### src/rtl/cr16_controller.sv
// Multicycle control unit for the 16-bit CR16-subset core: fetches into an internal IR,
// sequences FETCH/DECODE/EXEC/MEM states and drives every datapath select and enable.
`timescale 1ns/1ps
module cr16_controller #(
   parameter int WIDTH   = 16,
   parameter int REGBITS = 4
) (
   input  logic               clk,
   input  logic               reset,
   input  logic [WIDTH-1:0]   mem_rdata,
   input  logic               mem_ready,
   input  logic [7:0]         PSR,
   output logic               mem_req,
   output logic               mem_we,
   output logic               mem_addrSel,
   output logic               irWrite,
   output logic               pcWrite,
   output logic               regWrite,
   output logic               memToReg,
   output logic               alusrca,
   output logic               alusrcb,
   output logic               shiftOrALU,
   output logic               ALUselect,
   output logic [3:0]         aluControl,
   output logic               shiftType,
   output logic [WIDTH-1:0]   shiftDirection,
   output logic               jumpEN,
   output logic               jalEN,
   output logic [REGBITS-1:0] regAddress1,
   output logic [REGBITS-1:0] regAddress2,
   output logic [WIDTH-1:0]   immediate,
   output logic               illegal
);

   localparam logic [3:0] ALU_ADD = 4'b0000;
   localparam logic [3:0] ALU_SUB = 4'b0001;
   localparam logic [3:0] ALU_AND = 4'b0010;
   localparam logic [3:0] ALU_OR  = 4'b0011;
   localparam logic [3:0] ALU_XOR = 4'b0100;
   localparam logic [3:0] ALU_CMP = 4'b0101;
   localparam logic [3:0] ALU_MOV = 4'b0110;

   typedef enum logic [2:0] {
      FETCH, DECODE, EXEC_ALU, EXEC_SH, MEM_RD, MEM_WR, BRANCH, JUMP
   } state_t;

   typedef enum logic [2:0] {
      CL_ALU, CL_SHIFT, CL_LOAD, CL_STORE, CL_JCOND, CL_JAL, CL_BRANCH, CL_ILLEGAL
   } iclass_t;

   state_t           state, state_next;
   iclass_t          iclass;
   logic [WIDTH-1:0] ir;
   logic [3:0]       op, ext, cond;
   logic [3:0]       alu_ctl;
   logic             use_imm, shift_imm, shift_arith, cond_true;
   logic [WIDTH-1:0] imm8, imm5;
   logic [4:0]       r_map, i_map;
   logic             unused_psr_bits;

   assign op   = ir[15:12];
   assign ext  = ir[7:4];
   assign cond = ir[11:8];
   assign imm8 = {{(WIDTH-8){ir[7]}}, ir[7:0]};
   assign imm5 = {{(WIDTH-5){ir[4]}}, ir[4:0]};

   // L and the undefined flag bits are not consulted by any condition code.
   assign unused_psr_bits = ^PSR[4:1];

   // Same code table serves R-type (keyed by ext) and I-type (keyed by op): {valid, ctl}.
   function automatic logic [4:0] alu_map(input logic [3:0] code);
      case (code)
         4'b0101: return {1'b1, ALU_ADD};
         4'b1001: return {1'b1, ALU_SUB};
         4'b0001: return {1'b1, ALU_AND};
         4'b0010: return {1'b1, ALU_OR};
         4'b0011: return {1'b1, ALU_XOR};
         4'b1011: return {1'b1, ALU_CMP};
         4'b1101: return {1'b1, ALU_MOV};
         default: return 5'b0_0000;
      endcase
   endfunction

   // NOTE: every signal assigned in a combinational block gets a default first so no latch is inferred.
   always_comb begin
      iclass  = CL_ILLEGAL;
      alu_ctl = ALU_ADD;
      use_imm = 1'b0;
      r_map   = alu_map(ext);
      i_map   = alu_map(op);
      case (op)
         4'b0000: if (r_map[4]) begin
            iclass  = CL_ALU;
            alu_ctl = r_map[3:0];
         end
         4'b1000: if (ext == 4'b0100 || ext == 4'b0110 || ext[3:2] == 2'b00) iclass = CL_SHIFT;
         4'b0100: case (ext)
            4'b0000: iclass = CL_LOAD;
            4'b0100: iclass = CL_STORE;
            4'b1100: iclass = CL_JCOND;
            4'b1000: iclass = CL_JAL;
            default: iclass = CL_ILLEGAL;
         endcase
         4'b1100: iclass = CL_BRANCH;
         default: if (i_map[4]) begin
            iclass  = CL_ALU;
            alu_ctl = i_map[3:0];
            use_imm = 1'b1;
         end
      endcase
   end

   assign shift_imm   = (ext[3:2] == 2'b00);
   assign shift_arith = (ext == 4'b0110) || (ext[3:1] == 3'b001);

   always_comb begin
      case (cond)
         4'b0000: cond_true = PSR[6];
         4'b0001: cond_true = !PSR[6];
         4'b0010: cond_true = PSR[0];
         4'b0011: cond_true = !PSR[0];
         4'b0110: cond_true = PSR[7];
         4'b0111: cond_true = !PSR[7];
         4'b1000: cond_true = PSR[5];
         4'b1001: cond_true = !PSR[5];
         4'b1100: cond_true = !PSR[7] && !PSR[6];
         4'b1101: cond_true = PSR[7] || PSR[6];
         4'b1110: cond_true = 1'b1;
         default: cond_true = 1'b0;
      endcase
   end

   // NOTE: sequential state uses non-blocking assignments so every register samples pre-edge values.
   always_ff @(posedge clk) begin
      if (reset) state <= FETCH;
      else       state <= state_next;
   end

   // NOTE: the IR is reset because its fields drive outputs directly and must decode cleanly.
   always_ff @(posedge clk) begin
      if (reset)        ir <= '0;
      else if (irWrite) ir <= mem_rdata;
   end

   always_comb begin
      state_next = state;
      case (state)
         FETCH:  if (mem_ready) state_next = DECODE;
         DECODE: case (iclass)
            CL_ALU:            state_next = EXEC_ALU;
            CL_SHIFT:          state_next = EXEC_SH;
            CL_LOAD:           state_next = MEM_RD;
            CL_STORE:          state_next = MEM_WR;
            CL_BRANCH:         state_next = BRANCH;
            CL_JCOND, CL_JAL:  state_next = JUMP;
            default:           state_next = FETCH;
         endcase
         MEM_RD, MEM_WR: if (mem_ready) state_next = FETCH;
         default:        state_next = FETCH;
      endcase
   end

   // Outputs are forced low while reset is high so no enable fires in the reset cycle.
   always_comb begin
      mem_req        = 1'b0;
      mem_we         = 1'b0;
      mem_addrSel    = 1'b0;
      irWrite        = 1'b0;
      pcWrite        = 1'b0;
      regWrite       = 1'b0;
      memToReg       = 1'b0;
      alusrca        = 1'b0;
      alusrcb        = 1'b0;
      shiftOrALU     = 1'b0;
      ALUselect      = 1'b0;
      aluControl     = ALU_ADD;
      shiftType      = 1'b0;
      shiftDirection = '0;
      jumpEN         = 1'b0;
      jalEN          = 1'b0;
      regAddress1    = '0;
      regAddress2    = '0;
      immediate      = '0;
      illegal        = 1'b0;
      if (!reset) begin
         regAddress1 = ir[8 +: REGBITS];
         regAddress2 = ir[0 +: REGBITS];
         case (state)
            FETCH: begin
               mem_req = 1'b1;
               if (mem_ready) begin
                  irWrite    = 1'b1;
                  pcWrite    = 1'b1;
                  alusrcb    = 1'b1;
                  immediate  = WIDTH'(1);
                  shiftOrALU = 1'b1;
               end
            end
            DECODE: illegal = (iclass == CL_ILLEGAL);
            EXEC_ALU: begin
               alusrca    = 1'b1;
               shiftOrALU = 1'b1;
               aluControl = alu_ctl;
               regWrite   = (alu_ctl != ALU_CMP);
               if (use_imm) begin
                  alusrcb   = 1'b1;
                  immediate = imm8;
               end
            end
            EXEC_SH: begin
               alusrca   = 1'b1;
               regWrite  = 1'b1;
               shiftType = shift_arith;
               if (shift_imm) begin
                  alusrcb        = 1'b1;
                  immediate      = imm5;
                  shiftDirection = imm5;
               end
            end
            MEM_RD: begin
               mem_req     = 1'b1;
               mem_addrSel = 1'b1;
               regWrite    = mem_ready;
               memToReg    = mem_ready;
            end
            MEM_WR: begin
               mem_req     = 1'b1;
               mem_we      = 1'b1;
               mem_addrSel = 1'b1;
            end
            BRANCH: if (cond_true) begin
               alusrcb   = 1'b1;
               immediate = imm8;
               pcWrite   = 1'b1;
            end
            JUMP: begin
               ALUselect = 1'b1;
               jumpEN    = 1'b1;
               if (iclass == CL_JAL) begin
                  jalEN    = 1'b1;
                  pcWrite  = 1'b1;
                  regWrite = 1'b1;
               end else begin
                  pcWrite  = cond_true;
               end
            end
            default: ;
         endcase
      end
   end

endmodule

### config.mk
export PLATFORM = sky130hd
export DESIGN_NAME = cr16_controller
export DESIGN_NICKNAME = d
export VERILOG_FILES = /design/src/rtl/cr16_controller.sv
export SDC_FILE = /design/constraint.sdc
export NUM_CORES = 1
export LEC_CHECK = 0
export BUFFER_PORTS_ARGS = -buffer_cell sky130_fd_sc_hd__buf_4
export CAP_MARGIN = 15
export CORE_MARGIN = 5
export CORE_UTILIZATION = 36
export DETAILED_ROUTE_END_ITERATION = 7
export PLACE_DENSITY = 0.65
export REMOVE_ABC_BUFFERS = 1
export SETUP_SLACK_MARGIN = 0.15
export SYNTH_ARGS = -nofsm -noshare
export SYNTH_HDL_FRONTEND = slang
export SYNTH_SLANG_ARGS = --single-unit
export TNS_END_PERCENT = 100
### constraint.sdc
create_clock -name clk -period 5.1 [get_ports clk]
set_clock_uncertainty 0.1 [all_clocks]
set_input_delay 0.51 -clock clk [delete_from_list [all_inputs] [get_ports clk]]
set_output_delay 0.51 -clock clk [all_outputs]
set_load 0.01 [all_outputs]
# Word level (Yosys, flattened, before mapping)
# Cells that the tools add are included.
dict set report totals {
  reg_bits 19
  input_bits 27
  output_inout_bits 59
}
dict set report classes {
  eq_ne 49
  muxes 63
  reduce_logical 22
}
# op count
set op_table {}
lappend op_table {{$mux 16} 6}
lappend op_table {{$pmux 5 s7} 2}
lappend op_table {{$pmux 16 s4} 1}
lappend op_table {{$eq 4x4->1 const B} 15}
lappend op_table {{$mux 1} 33}
lappend op_table {{$eq 4x3->1 const B} 7}
lappend op_table {{$eq 3x3->1 const B} 8}
lappend op_table {{$eq 4x2->1 const B} 6}
lappend op_table {{$mux 4} 6}
lappend op_table {{$pmux 3 s4} 2}
lappend op_table {{$pmux 3 s6} 1}
lappend op_table {{$mux 3} 5}
lappend op_table {{$eq 3x2->1 const B} 4}
lappend op_table {{$eq 4x1->1 const B} 3}
lappend op_table {{$logic_not 4->1} 3}
lappend op_table {{$pmux 1 s11} 1}
lappend op_table {{$eq 3x1->1 const B} 3}
lappend op_table {{$pmux 3 s3} 1}
lappend op_table {{$pmux 1 s4} 2}
lappend op_table {{$pmux 4 s2} 1}
lappend op_table {{$logic_not 3->1} 2}
lappend op_table {{$reduce_or 2->1} 3}
lappend op_table {{$reduce_or 3->1} 2}
lappend op_table {{$logic_not 1->1} 4}
lappend op_table {{other kinds (10)} 13}

# Logic depth before layout (Yosys ltp)
dict set report logic_depth {
  word_depth 9
  ltp_mapped 8
  mapped_depth_nobuf 6
}

# Worst setup path before layout
# Ideal clock, no wire load.
dict set report synth_timing {
  kind {register to output}
  startpoint {register state[1]}
  endpoint {output immediate[10]}
  arrival_time_ns 2.280
  required_ns 4.490
  path_slack_ns 2.210
  path_stages_with_launch 9
  path_buffers 2
  cell_sequence {dfxtp_1 > buf_2 > inv_1 > maj3_1 > nor2_1 > nand2_1 > nor2_1 > a31o_2 > buf_4}
}
dict set report synth_between {
  elab_chain_cells 3
  word_cells_on_any_way 6
  classes_between {eq/ne: 3; mux: 2; reduce/logical: 1}
}
# item line_no
set synth_lines {}
lappend synth_lines {{from (decl)} 51} ;# state_t state, state_next;
lappend synth_lines {{from (signal assigned)} 136} ;# else state <= state_next;
lappend synth_lines {{$eq 3x3->1, or another cell as far along} 188} ;# case (state)
lappend synth_lines {{$pmux 16 s4 *} 188}
lappend synth_lines {{$mux 16 *} 185} ;# if (!reset) begin
lappend synth_lines {{to (decl)} 31} ;# output logic [WIDTH-1:0] immediate,
# Every way passes the cells marked *; elsewhere a longest branch is shown, timed or not.

# Worst setup path after layout
dict set report layout_timing {
  startpoint {register state[1]}
  endpoint {output immediate[12]}
}
# Same word-level chain as after synthesis.

==> results.toml <==
[worst_setup_path]
crit_fanout = 15
endpoint = "immediate[12]"
startpoint = "state[1]"
reg2reg_to = "ir[11]"
crit_required_ps = 4490
end_kind = "output port"
r2r_slack_ps = 2530
critPathSlowestCell = "nor2_1"
crit_top_cell = "nor2_1"
arrival_ps = 2970
crit_type = "register to output port"
cpPeakStageDelay_ps = 720
critical_path.top_delay_family = "simple AND/OR/NAND/NOR gates"
critical_path_buf_inv_count = 2
worst_r2r_path_depth = 4
crit_path_start_kind = "register"
reg2reg_from = "state[2]"
cp.depth = 7
crit_chain = "inv_1 -> maj3_1 -> nor2_1 -> nand2_1 -> nor2_1 -> a31o_2 -> buf_4"

[sta]
fin_ws_ps = 1520
fmax_mhz = 279
rsz0062_at_grt = "false"
tightest_slew_ps = 919
period_minus_slack_ps = 3580
hold_ws_ps = 338
maxSlewViolCount = 0
tns_ps = 0
period_share_pct = 70.2
hold_viol_final = 0
relSlewSlack_pct = 38.5
finalSetupViolCount = 0

[routing]
postRouteAntennaNets = 0
via_per_inst = 5.01
drt_iter0_markers = 125
num_vias = 1797
wirelength_mm = 5.19
firstDrtPassIters = 4
drc = 0
drt-wirelength-per-cell_um = 14.5

[power]
ir_worst_vdd_v = 0.000186
total_power_uw = 568
power.density_mw_per_mm2 = 257
p_leak_nw = 0.980

[logic_synthesis]
yosys.area.top_type = "dfxtp_1"
synth-edff-count = 0
synthArstFlopShare_pct = 0
syn_avg_cell_area_um2 = 7.02
yosysWarnings = 0
syn_area_mm2 = 0.00174
ys.flop_type = "dfxtp_1"
synth_cells = 248
ys_types = 50
ys_seq_area_share_pct = 21.9
ys_ff_latch = 19
yosys.area.top_type_share_pct = 21.9
netlist_top_cells_area = "dfxtp_1, buf_4, nand2_1, a21oi_1, nor2_1"

[layout]
drive_gt1_share_pct = 33.9
nNetsFinal = 320
final_util_pct = 46.8
antenna_cells = 0
final_cells = 359
syn_to_final_growth_pct = 27.0
design_area_mm2 = 0.00221
final_cell_mix = "buf_4, nand2_1, nor2_1"
layout_commonest_cell = "buf_4"

[die]
pin_count = 86
row_count = 25
die_y_um = 79.5
coreArea_mm2 = 0.00472
dieArea_mm2 = 0.00633
die_w_um = 79.5
start_util_pct = 36.8

[grt]
grt_util_met2_pct = 25.0
grt_pass1_vias = 1575
grt_max_degree = 29
grt-ovfl-total = 0
busiest_layer = "met2"
globalRouteMet1Util_pct = 24.0
grt_pass1_wl_mm = 8.40
grt_util_met3_pct = 4.97
antenna_found_initial = 0
grt_util_all_layers_pct = 16.5

[placed_design]
portBuffers = 80
dpl_cell_area_mm2 = 0.00216
dp.final_hpwl_mm = 4.05
gp_congestion = 0.841
placed_cells = 355
preCtsSetupSlack_ps = 1800

[clock_tree]
root_buffer = "clkbuf_8"
clock_latency_ps = 260
cts_tree = "done"
htree_levels = 1
clock-sinks = 19
cts_hold_buffers = 0
numCtsBuffers = 3
cts_max_path_buffers = 2
path_clk_slew_ps = 70
post_cts_buffers = 0
cts.repair.resized = 0

[status]
outcome = "finished, final reports clean"

[worst_hold_path]
min_path_type = "primary input to register"

[run]
cap_viol_max_count = 0
## power by group
part	switching (mW)	internal (mW)	leakage, nW
clock network	0.0517	0.0544	0.0255
registers	0.0446	0.170	0.156
logic	0.131	0.116	0.799
## cell type report
class / count / area (um2)
clock buffer: 3 / 41.3
clock inverter: 1 / 5.00
fill: 510 / 2510
inverter: 5 / 18.8
multi-input combinational: 184 / 1080
sequential: 19 / 380
tap: 67 / 83.8
timing repair buffer: 80 / 601
## synthesized netlist by cell type (2+ instances only)
master,n
nand2_1,33
nor2_1,24
a21oi_1,23
buf_4,22
dfxtp_1,19
o21ai_0,13
nor2b_1,10
clkbuf_1,9
nand2b_1,7
nand3_1,6
inv_1,5
mux2_2,5
nor3_1,5
a31o_2,4
and2_1,4
buf_2,4
mux2i_1,4
o211ai_1,4
and3_1,3
buf_6,3
o21bai_1,3
o31ai_1,3
or2_2,3
a211o_1,2
a21boi_0,2
a32o_1,2
o21a_1,2
xnor2_1,2
## sequential cells by signal (all words and copies together) (netlist names)
name,cells
ir,16
state,3
## worst min path at each step
stage / start / to / slack [ps] / cells after the start
floorplan: ir[0] / ir[0] / 340 / 2
global placement: ir[0] / ir[0] / 360 / 2
detailed placement: ir[0] / ir[0] / 370 / 2
CTS: mem_rdata[3] / ir[3] / 340 / 3
global route: mem_rdata[2] / ir[2] / 350 / 3
finish: mem_rdata[3] / ir[3] / 340 / 3
## layer usage
| metal | routed length [um] | up-vias |
|---|---|---|
| met2 | 2320 | 58 |
| met5 | 0 | - |
| met4 | 0 | 0 |
| met3 | 426 | 0 |
| met1 | 2450 | 810 |
| li1 | - | 929 |
## worst reg2reg max path: stages, from the launching register on
cell and delay (ps):
dfxtp_1 400, nor2_1 310, nand3_1 410, nor2_1 830, mux2_2 420
## logic make-up (layout without fill, tap and decap cells)
family          Yosys count  in the layout  share of synthesized area, %
buf+inv                  45             89                          16.1
simple gates            106            106                          30.5
xor+xnor                  2              2                          1.01
mux                       9              9                          5.54
fa+ha+maj                 1              1                         0.575
flops                    19             19                          21.9
other cells               1              1                         0.215
compound gates           65             65                          24.2
Power figures use the tool's default switching activity.
